==> src/rtl/uart_cmd_seq.sv <==
// uart_cmd_seq: command/response sequencer in front of an 8-bit UART.
// Sends a CMD_BYTES command MSB-byte-first, then assembles a RESP_BYTES
// response MSB-byte-first, with a response watchdog of TO_CYCLES clocks.
// Optional build macro CMD_CHKSUM_EN appends an XOR checksum byte to the
// transmitted frame.
module uart_cmd_seq #(
    parameter int CMD_BYTES  = 2,
    parameter int RESP_BYTES = 1,
    parameter int TO_CYCLES  = 1000000
) (
    input  logic                    clk,
    input  logic                    rst_n,
    input  logic                    send_cmd,
    input  logic [8*CMD_BYTES-1:0]  cmd,
    output logic                    busy,
    output logic                    cmd_sent,
    output logic                    resp_rdy,
    output logic [8*RESP_BYTES-1:0] resp,
    output logic                    timeout,
    output logic [7:0]              tx_data,
    output logic                    trmt,
    input  logic                    tx_done,
    input  logic [7:0]              rx_data,
    input  logic                    rx_rdy,
    output logic                    clr_rx_rdy
);

    localparam int CW = 8 * CMD_BYTES;
    localparam int RW = 8 * RESP_BYTES;
`ifdef CMD_CHKSUM_EN
    localparam int FRAME_BYTES = CMD_BYTES + 1;
`else
    localparam int FRAME_BYTES = CMD_BYTES;
`endif
    localparam int SW  = 8 * FRAME_BYTES;
    localparam int BCW = $clog2(FRAME_BYTES + 1);
    localparam int RCW = $clog2(RESP_BYTES + 1);
    // A zero-cycle timeout still needs a legal (1-bit) counter
    localparam int TOW = (TO_CYCLES > 0) ? $clog2(TO_CYCLES + 1) : 1;

    typedef enum logic [1:0] {
        IDLE      = 2'd0,
        SEND      = 2'd1,
        WAIT_TX   = 2'd2,
        WAIT_RESP = 2'd3
    } state_t;

    state_t         state_q, state_d;
    logic [SW-1:0]  sreg;
    logic [SW-1:0]  frame_load;
    logic [BCW-1:0] byte_cnt;
    logic [RCW-1:0] rcnt;
    logic [RW-1:0]  acc;
    logic [RW-1:0]  acc_nxt;
    logic [TOW-1:0] to_cnt;

    // FSM strobes
    logic accept;
    logic tx_next;
    logic tx_last;
    logic rx_take;
    logic rx_done;
    logic to_expire;

`ifdef CMD_CHKSUM_EN
    function automatic logic [7:0] cmd_xor(input logic [CW-1:0] c);
        logic [7:0] x;
        x = '0;
        for (int i = 0; i < CMD_BYTES; i++) begin
            x = x ^ c[8*i +: 8];
        end
        return x;
    endfunction

    assign frame_load = {cmd, cmd_xor(cmd)};
`else
    assign frame_load = cmd;
`endif

    // Next response accumulator value: new byte enters at the LSB end
    assign acc_nxt    = (acc << 8) | RW'(rx_data);

    assign tx_data    = sreg[SW-1 -: 8];
    assign trmt       = (state_q == SEND);
    // Every received byte is consumed, whether used or discarded
    assign clr_rx_rdy = rx_rdy;

    // State register
    always_ff @(posedge clk or negedge rst_n) begin
        if (!rst_n) state_q <= IDLE;
        else        state_q <= state_d;
    end

    // Next-state logic and datapath strobes
    always_comb begin
        state_d   = state_q;
        accept    = 1'b0;
        tx_next   = 1'b0;
        tx_last   = 1'b0;
        rx_take   = 1'b0;
        rx_done   = 1'b0;
        to_expire = 1'b0;
        case (state_q)
            IDLE: begin
                if (send_cmd) begin
                    accept  = 1'b1;
                    state_d = SEND;
                end
            end
            SEND: begin
                state_d = WAIT_TX;
            end
            WAIT_TX: begin
                if (tx_done) begin
                    if (byte_cnt == BCW'(FRAME_BYTES - 1)) begin
                        tx_last = 1'b1;
                        state_d = WAIT_RESP;
                    end else begin
                        tx_next = 1'b1;
                        state_d = SEND;
                    end
                end
            end
            WAIT_RESP: begin
                if (rx_rdy) begin
                    rx_take = 1'b1;
                    if (rcnt == RCW'(RESP_BYTES - 1)) begin
                        rx_done = 1'b1;
                        state_d = IDLE;
                    end
                end
                // A byte landing on the expiry cycle completes first
                if (!rx_done && (TO_CYCLES > 0) && (to_cnt == TOW'(1))) begin
                    to_expire = 1'b1;
                    state_d   = IDLE;
                end
            end
            default: state_d = IDLE;
        endcase
    end

    // Frame shifter, counters, response capture and status flags
    always_ff @(posedge clk or negedge rst_n) begin
        if (!rst_n) begin
            sreg     <= '0;
            byte_cnt <= '0;
            rcnt     <= '0;
            acc      <= '0;
            to_cnt   <= '0;
            resp     <= '0;
            cmd_sent <= 1'b0;
            resp_rdy <= 1'b0;
            timeout  <= 1'b0;
            busy     <= 1'b0;
        end else begin
            busy <= (state_d != IDLE);
            if (accept) begin
                sreg     <= frame_load;
                byte_cnt <= '0;
                rcnt     <= '0;
                acc      <= '0;
                cmd_sent <= 1'b0;
                resp_rdy <= 1'b0;
                timeout  <= 1'b0;
            end
            if (tx_next) begin
                sreg     <= sreg << 8;
                byte_cnt <= byte_cnt + BCW'(1);
            end
            if (tx_last) begin
                cmd_sent <= 1'b1;
                to_cnt   <= TOW'(TO_CYCLES);
            end
            if ((state_q == WAIT_RESP) && (TO_CYCLES > 0) && (to_cnt != '0)) begin
                to_cnt <= to_cnt - TOW'(1);
            end
            if (rx_take) begin
                acc  <= acc_nxt;
                rcnt <= rcnt + RCW'(1);
            end
            if (rx_done) begin
                resp     <= acc_nxt;
                resp_rdy <= 1'b1;
            end
            if (to_expire) begin
                timeout <= 1'b1;
            end
        end
    end

endmodule
==> config.mk <==
export PLATFORM = sky130hd
export DESIGN_NAME = uart_cmd_seq
export DESIGN_NICKNAME = d
export VERILOG_FILES = /design/src/rtl/uart_cmd_seq.sv
export SDC_FILE = /design/constraint.sdc
export NUM_CORES = 1
export LEC_CHECK = 0
export ABC_AREA = 0
export BUFFER_PORTS_ARGS = -buffer_cell sky130_fd_sc_hd__buf_2
export CAP_MARGIN = 25
export CORE_MARGIN = 2
export CORE_UTILIZATION = 45
export CTS_BUF_LIST = sky130_fd_sc_hd__clkbuf_2
export DETAILED_ROUTE_END_ITERATION = 8
export GPL_TIMING_DRIVEN = 0
export HOLD_SLACK_MARGIN = 0.05
export PLACE_DENSITY = 0.75
export SYNTH_ARGS = -nofsm -noshare
export SYNTH_HDL_FRONTEND = slang
export SYNTH_SLANG_ARGS = --single-unit
export TNS_END_PERCENT = 100
==> constraint.sdc <==
create_clock -name clk -period 1.8 [get_ports clk]
set_input_delay 0.27 -clock clk [delete_from_list [all_inputs] [get_ports clk]]
set_output_delay 0.27 -clock clk [all_outputs]
set_load 0.03 [all_outputs]
# After elaboration in Yosys (flattened, before gate mapping)
# Index checks and enable logic that the tools add are counted.
[totals] elab_cells=64 n_memories=0 mem_bits_ro=0 out_inout_bits=22 input_bits=29 ramBits=0 latchBits=0 ff_bits=53
[classes] shifts=0 mul=0 reduce_logical=12 n_lt_le_gt_ge=0 muxes=34 addsub=3 bitwise_logic=0 div_mod_pow=0 n_eq_ne=5
[op_table] op="$mux 20" n=2
[op_table] op="$mux 16" n=2
[op_table] op="$mux 1" n=21
[op_table] op="$eq 20x1->1 const B" n=1
[op_table] op="$reduce_bool 20->1" n=1
[op_table] op="$sub 20x1->20 const B" n=1
[op_table] op="$mux 2" n=8
[op_table] op="$reduce_bool 2->1" n=7
[op_table] op="$pmux 2 s4" n=1
[op_table] op="$eq 2x1->1 const B" n=2
[op_table] op="$eq 2x2->1 const B" n=2
[op_table] op="$add 2x1->2 const B" n=1
[op_table] op="$logic_and 1x1->1" n=2
[op_table] op="$logic_not 2->1" n=1
[op_table] op="$add 1x1->1 const B" n=1
[op_table] op="$logic_not 1->1" n=1

# Logic depth before layout (Yosys ltp)
# Gate-level depths: netlist (run 1).
[logic_depth] word_depth=8 mapped_depth=7 ltp_nobuf=6

# Worst setup path after synthesis (run 1)
# OpenSTA, ideal clock, no wires.
[synth_path] kind="flip-flop to flip-flop" start="register to_cnt[13]" end="register to_cnt[4]" arrival_ps=1514 stages_incl_launch_ff=5 synth_period_minus_slack_ps=1636 t_required_ps=1678 setup_slack_ps=164 setup_time_ps=122 n_path_buf=0 cell_sequence="dfrtp_1 nor4_4 nand4_4 or3_1 a32o_1"
[synth_between] elab_chain_cells=3 word_cells_on_any_way=4 classes_between="mux (1); reduce/logical (3)"
[synth_lines] item="start, declared" line_no="55" rtl="logic [TOW-1:0] to_cnt;"
[synth_lines] item="start signal, assigned" line_no="172" rtl="to_cnt <= TOW'(TO_CYCLES);"
[synth_lines] item="start signal, assigned" line_no="175" rtl="to_cnt <= to_cnt - TOW'(1);"
[synth_lines] item="$reduce_bool 20->1 *" line_no="174" rtl="if ((state_q == WAIT_RESP) && (TO_CYCLES > 0) && (to_cnt != '0)) begin"
[synth_lines] item="$logic_and 1x1->1 *" line_no="174"
[synth_lines] item="$mux 20 / $reduce_bool 2->1 (equally long branches)"
# Every way passes the cells marked *; elsewhere a longest branch is shown, timed or not.
# A chain may end at the register's enable or synchronous reset.

# Final worst setup path (run 1)
[layout_path] start="register to_cnt[7]" end="register to_cnt[19]"
[layout_between] elab_chain_cells=3 word_cells_on_any_way=5 classes_between="add/sub (1); mux (1); reduce/logical (3)"
[layout_lines] item="parallel branches: the longest is 3 deep, another holds $sub 20x1->20"
# Parallel ways; which one is timed is not known.

==> flow_summary.json, run 1 <==
{
  "status": "completed",
  "peakVddDrop_mv": 0.810,
  "ys.warnings.count": 0,
  "firstDrtPassIters": 5,
  "regArea_um2": 1340,
  "fillers": 451,
  "io_pins": 51,
  "cp.arrival_ps": 2130,
  "hold_path_class": "in -> reg",
  "syn2layout_area_growth_pct": 31.6,
  "start_kind": "register",
  "slowest_delay_ps": 520,
  "p_leak_nw": 1.70,
  "synth.distinct_cells": 43,
  "totalWireLength_mm": 6.69,
  "crit_path_max_fanout": 6,
  "yosys-top-cells-area": "dfrtp_1 (49%), nand2_1 (8.0%), mux2i_1 (6.0%)",
  "skew_ps": 14.6,
  "grt_pass1_wl_mm": 11.2,
  "maxCapViolations": 0,
  "cp-end-kind": "register",
  "hp-start": "send_cmd",
  "hold_depth": 3,
  "rsz0062_at_grt": "true",
  "port_buffers": 50,
  "hold_viol_final": 0,
  "yosysTopAreaCell": "dfrtp_1",
  "dp_hpwl_mm": 4.26,
  "synth_flop_cell": "dfrtp_1",
  "syn_area_um2": 2690,
  "worst_hold_slack_ps": 133,
  "crit_required_ps": 2170,
  "setup_viol": 0,
  "finalPower_mw": 5.11,
  "regToRegStartpoint": "to_cnt[7]",
  "fp.dieH_um": 81.3,
  "grtUsageTotal_pct": 22.0,
  "post-route-drc-count": 0,
  "clk_latency_ps": 440,
  "critical_path_class": "reg -> reg",
  "grt_max_degree": 40,
  "ant_nets": 0,
  "grt_antenna_before_repair": 0,
  "rrSetupSlack_ps": 30,
  "synth-adder-area-share_pct": 1.86,
  "place_congestion": 0.888,
  "cts_tree": "built",
  "path_clk_slew_ps": 260,
  "clockBufferDepth": 2,
  "yosys-mux-area-fraction_pct": 9.31,
  "grt_pass1_vias": 2347,
  "synth-edff-count": 0,
  "worstHoldEndpoint": "busy",
  "p_per_area_nw_per_um2": 1440,
  "die_area_um2": 6610,
  "num_rows": 28,
  "ys_seq_elements": 53,
  "fmax_ghz": 0.567,
  "start_util_pct": 45.9,
  "drive_gt1_share_pct": 32.1,
  "routed_via_density": 5.47,
  "reg2regPathDepth": 4,
  "htree_num_levels": 2,
  "die_w_um": 81.3,
  "cp_slowest_cell": "dfrtp_1",
  "wl_per_cell_um": 15.0,
  "synth_compound_area_share_pct": 9.31,
  "synthCells": 277,
  "async_reset_ff_share_pct": 100,
  "core_um2": 5850,
  "diodes": 0,
  "synth_top_family_by_area": "simple AND/OR/NAND/NOR gates",
  "grt.overflow.total": 0,
  "yosys.area_share.xor_xnor_pct": 0,
  "fin_crit_sh_pct": 98.1,
  "multiInputGateArea_um2": 1320,
  "fin_nets": 403,
  "drt_iter0_drc": 323,
  "fin_crit_ps": 1770,
  "worst_pin_slew_ps": 617,
  "synth_top_area_share_pct": 49.3,
  "r2r-end": "to_cnt[19]",
  "cts.sinks": 53,
  "path_cells": "nor4_1, nand2_1, o2111ai_1, mux2i_1",
  "num_vias": 2438,
  "final_cell_count_no_fill": 446,
  "ys_seq_area_share_pct": 49.3,
  "cts_made_buffers": 5,
  "yosys.area_share.simple_pct": 24.7,
  "synth.avg_cell_area_um2": 9.70,
  "dp.cells": 403,
  "syn_nets": 310,
  "slew-limit-headroom_pct": 58.7,
  "drv_slew": 0,
  "cts_root_buffer": "clkbuf_2"
}
cells in the final DEF, fill, tap and decap left out, types with 3 or more instances in the layout:
cell type and n:
nand4_1 4, o21ai_0 7, mux2i_1 16, dlygate4sd3_1 25, a21oi_1 10, nand3_1 8
dfrtp_2 7, clkbuf_2 7, clkbuf_4 3, mux2_2 8, nor2b_1 3, nand2_1 56
inv_1 6, clkbuf_1 3, nor3_1 5, nor2_1 22, buf_4 17, nor4_1 4
or3_1 4, a31oi_1 8, dfrtp_1 46, buf_2 52, and2_1 3
how the worst max path moves through the flow:
| stage | slack (ps) | cells after the start | to | start |
|---|---|---|---|---|
| 3_3_place_gp | -130 | 4 | busy | to_cnt[13] |
| 5_1_grt | -70 | 4 | to_cnt[19] | to_cnt[7] |
| 6_report | 30 | 4 | to_cnt[19] | to_cnt[7] |
| 4_1_cts | 6 | 6 | to_cnt[6] | to_cnt[11] |
| 3_5_place_dp | -180 | 4 | busy | to_cnt[13] |
| 2_1_floorplan | 160 | 4 | to_cnt[4] | to_cnt[13] |
worst max-delay path: cells and delay by family, from the launching register on:
family,cells,cell delay [ps]
AND/OR/NAND/NOR,2,660
multiplexers,1,250
flip-flops,1,520
AO/OA/AOI/OAI,1,280
what timing repair did:
item | in CTS | in global routing
hold buffers | 22 | 3
setup endpoints to repair | 16 | 25
resized for setup | 6 | 28
endpoints found under the hold margin | 35 | 3
buffers inserted | 5 | 4
pin swaps | 2 | 4
cloned | 0 | 2
sequential cells by signal, summed over array words and instances, names as in the netlist:
signal and cells:
busy 1, byte_cnt 2, cmd_sent 1, rcnt 1, resp 8, resp_rdy 1
sreg 16, state_q 2, timeout 1, to_cnt 20
report_power, final:
group | switching, mW | internal, mW | total [mW]
Sequential | 0.427 | 1.68 | 2.11
Combinational | 1.53 | 1.00 | 2.53
Clock | 0.377 | 0.0925 | 0.469
through the flow:
step / cell area, um^2 / utilization (%) / setup slack [ps] / TNS (ps)
floorplan: 2690 / - / 164 / 0
finish: 3540 / 60.5 / 35.0 / 0
CTS: 3370 / 57.6 / 5.93 / 0
global route: 3540 / 60.5 / -66.5 / -166
detailed placement: 3050 / 52.2 / -179 / -786
global placement: 3030 / 51.8 / -133 / -346
Yosys cell counts (3+ instances only):
| cell type | count |
|---|---|
| nor2b_1 | 3 |
| and2_1 | 3 |
| clkbuf_1 | 6 |
| buf_4 | 9 |
| dfrtp_1 | 53 |
| nor4_1 | 5 |
| nand2_1 | 57 |
| nor3_1 | 7 |
| nand4_1 | 4 |
| mux2_2 | 8 |
| o21ai_0 | 9 |
| mux2i_1 | 16 |
| buf_2 | 4 |
| a31oi_1 | 8 |
| inv_1 | 6 |
| nand3_1 | 9 |
| or3_1 | 4 |
| ha_1 | 4 |
| a21oi_1 | 10 |
| nor2_1 | 23 |
area by class of cell:
class | instances | share of cell area [%]
sequential | 53 | 37.7
multi-input combinational | 198 | 37.2
timing repair buffer | 86 | 16.9
buffer | 20 | 3.64
tap | 75 | 2.65
clock buffer | 5 | 0.707
inverter | 6 | 0.637
clock inverter | 3 | 0.495
layer usage:
layer  part of all wire [%]  wire length [um]  track usage, %  up-vias
li1                       -                 -               -     1162
met1                     43              2900            31.5     1155
met2                     49              3260            34.5      108
met3                    6.0               399            3.11       13
met4                    1.9               124            6.95        0
met5                      0                 0               0        -
cell families (layout without fill, tap and decap cells):
kind of cell | after synthesis | count (layout)
and+or+nand+nor | 130 | 131
DFF | 53 | 53
AOI/OAI and AO/OA | 39 | 39
buffers and inverters | 27 | 120
muxes | 24 | 24
adders and majority gates | 4 | 4
(Power assumes the default switching activity.)
==> inputs of run 2 (changes only) <==
MAX_ROUTING_LAYER = met4   (was not set)
clock period = 2.15 ns   (was 1.8 ns; I/O delays follow)
==> run 2 against run 1 <==
Net effect:
- clock-buffer cell count unchanged
- sequential power down 18%
- total power fell by 20%
- design area shrank 12%
- register-to-register slack better by 140 ps
- critical path depth stayed put
- utilization is 7.1 points lower
- critical path type unchanged
- largest power group unchanged
==> flow_summary.json, run 2 (synthesis results as in run 1) <==
{
  "status": "completed",
  "slew-limit-headroom_pct": 57.3,
  "fin_crit_ps": 1980,
  "p_clk_share_pct": 12.1,
  "drv_slew": 0,
  "p_sw_mw": 1.78,
  "cts_root_buffer": "clkbuf_2",
  "layout_commonest_cell": "nand2_1",
  "core_um2": 5850,
  "peakVddDrop_mv": 0.752,
  "p_per_area_nw_per_um2": 1310,
  "grt.overflow.total": 0,
  "regToRegStartpoint": "to_cnt[10]",
  "grtUsageTotal_pct": 20.5,
  "grt_max_degree": 40,
  "hold_depth": 3,
  "die_w_um": 81.3,
  "start_util_pct": 45.9,
  "hp-start": "cmd[7]",
  "r2r-end": "busy",
  "regArea_um2": 1330,
  "num_rows": 28,
  "dp_hpwl_mm": 4.30,
  "cts_made_buffers": 5,
  "place_congestion": 0.908,
  "seqPwrFrac_pct": 42.3,
  "skew_ps": 13.8,
  "worst_pin_slew_ps": 639,
  "grt_pass1_wl_mm": 10.1,
  "setup_viol": 0,
  "routed_via_density": 5.40,
  "p_int_mw": 2.30,
  "crit_path_max_fanout": 6,
  "final_cell_mix": "nand2_1 (57), buf_2 (54), dfrtp_1 (53)",
  "clk_latency_ps": 420,
  "cts.sinks": 53,
  "critical_path_class": "reg -> reg",
  "cts_tree": "built",
  "hold_path_class": "in -> reg",
  "clockBufferDepth": 2,
  "die_area_um2": 6610,
  "grt_pass1_vias": 2198,
  "combPwrFrac_pct": 45.6,
  "multiInputGateArea_um2": 1210,
  "fillers": 520,
  "worstHoldEndpoint": "sreg[7]",
  "diodes": 0,
  "maxCapViolations": 0,
  "start_kind": "register",
  "largest-register": "to_cnt",
  "fin_nets": 369,
  "hold_viol_final": 0,
  "rrSetupSlack_ps": 170,
  "p_leak_nw": 1.53,
  "fin_crit_sh_pct": 92.0,
  "wl_per_cell_um": 14.3,
  "htree_num_levels": 2,
  "rsz0062_at_grt": "false",
  "drt_iter0_drc": 142,
  "totalWireLength_mm": 5.86,
  "io_pins": 51,
  "post_cts_buffers": 0,
  "syn2layout_area_growth_pct": 16.2,
  "cp.arrival_ps": 2300,
  "grt_antenna_before_repair": 0,
  "switching_share_pct": 43.7,
  "fmax_ghz": 0.506,
  "num_vias": 2220,
  "reg_top3": "to_cnt (20), sreg (16), resp (8)",
  "largest_reg_flops": 20,
  "drive_gt1_share_pct": 25.6,
  "crit_required_ps": 2480,
  "finalSetupTns_ps": 0,
  "port_buffers": 50,
  "post-route-drc-count": 0,
  "fp.dieH_um": 81.3,
  "path_clk_slew_ps": 260,
  "firstDrtPassIters": 4,
  "ant_nets": 0,
  "finalPower_mw": 4.08,
  "cp-end-kind": "register",
  "reg2regPathDepth": 4
}
==> run 2: cell count changes in the layout (fill, tap and decap cells not counted), sizes merged <==
cell and delta:
clkinv -2, clkbuf -2, buf -7, dlygate4sd3 -24
nand4 -1, bufinv +1
==> run 2: worst max-delay path by stage <==
stage	startpoint	endpoint	slack [ps]	cells past startpoint
5_1_grt	to_cnt[12]	busy	0.6	4
4_1_cts	to_cnt[13]	busy	160	4
3_5_place_dp	to_cnt[13]	busy	200	4
6_report	to_cnt[10]	busy	170	4
3_3_place_gp	to_cnt[13]	busy	210	4
2_1_floorplan	to_cnt[13]	to_cnt[4]	510	4
==> run 2: worst max-delay path: stages, from the launching register on <==
cell	delay (ps)
dfrtp_1	530
nor4_4	460
nand4_1	300
o21ai_0	440
o21ai_0	150
==> run 2: what timing repair did <==
action                                 CTS  global route
endpoints found under the hold margin   14             0
hold buffers                             1             0
gates resized for setup                  0             0
==> run 2: power by group through the flow <==
stage                     sequential [mW]  combinational, mW  clock (mW)
final                                1.73               1.86       0.496
after global routing                 1.79               2.05       0.546
after CTS                            1.72               1.87       0.513
after detailed placement             1.75               1.86           0
after global placement               1.73               1.81           0
after floorplan                      1.88               1.21           0
==> run 2: through the flow <==
step / hold slack (ps) / setup WS [ps] / utilization (%) / std cells / cell area (um^2)
2_1_floorplan: 26.9 / 514 / - / 277 / 2690
3_3_place_gp: 459 / 211 / 51.8 / 402 / 3030
3_5_place_dp: 265 / 196 / 52.2 / 403 / 3050
4_1_cts: 62.6 / 156 / 53.4 / 411 / 3120
5_1_grt: 58.1 / 0.576 / 53.4 / 411 / 3120
6_report: 84.1 / 172 / 53.4 / 411 / 3120
==> run 2: final cells by class <==
type                    count  share of cell area [%]
flip-flops and latches     53                    42.5
multi-input cells         197                    38.9
repair buffers             52                    8.98
plain buffers              21                    4.01
well taps                  75                    3.01
clock inverters             2                    1.12
clock buffers               5                   0.802
inverters                   6                   0.721
==> run 2: routing by layer <==
layer / wire length, um / global-route usage, % / vias up
met1: 2710 / 27.3 / 1072
met3: 259 / 3.11 / 6
met2: 2820 / 32.1 / 62
met4: 68 / 6.78 / 0
met5: 0 / - / -
li1: - / - / 1080
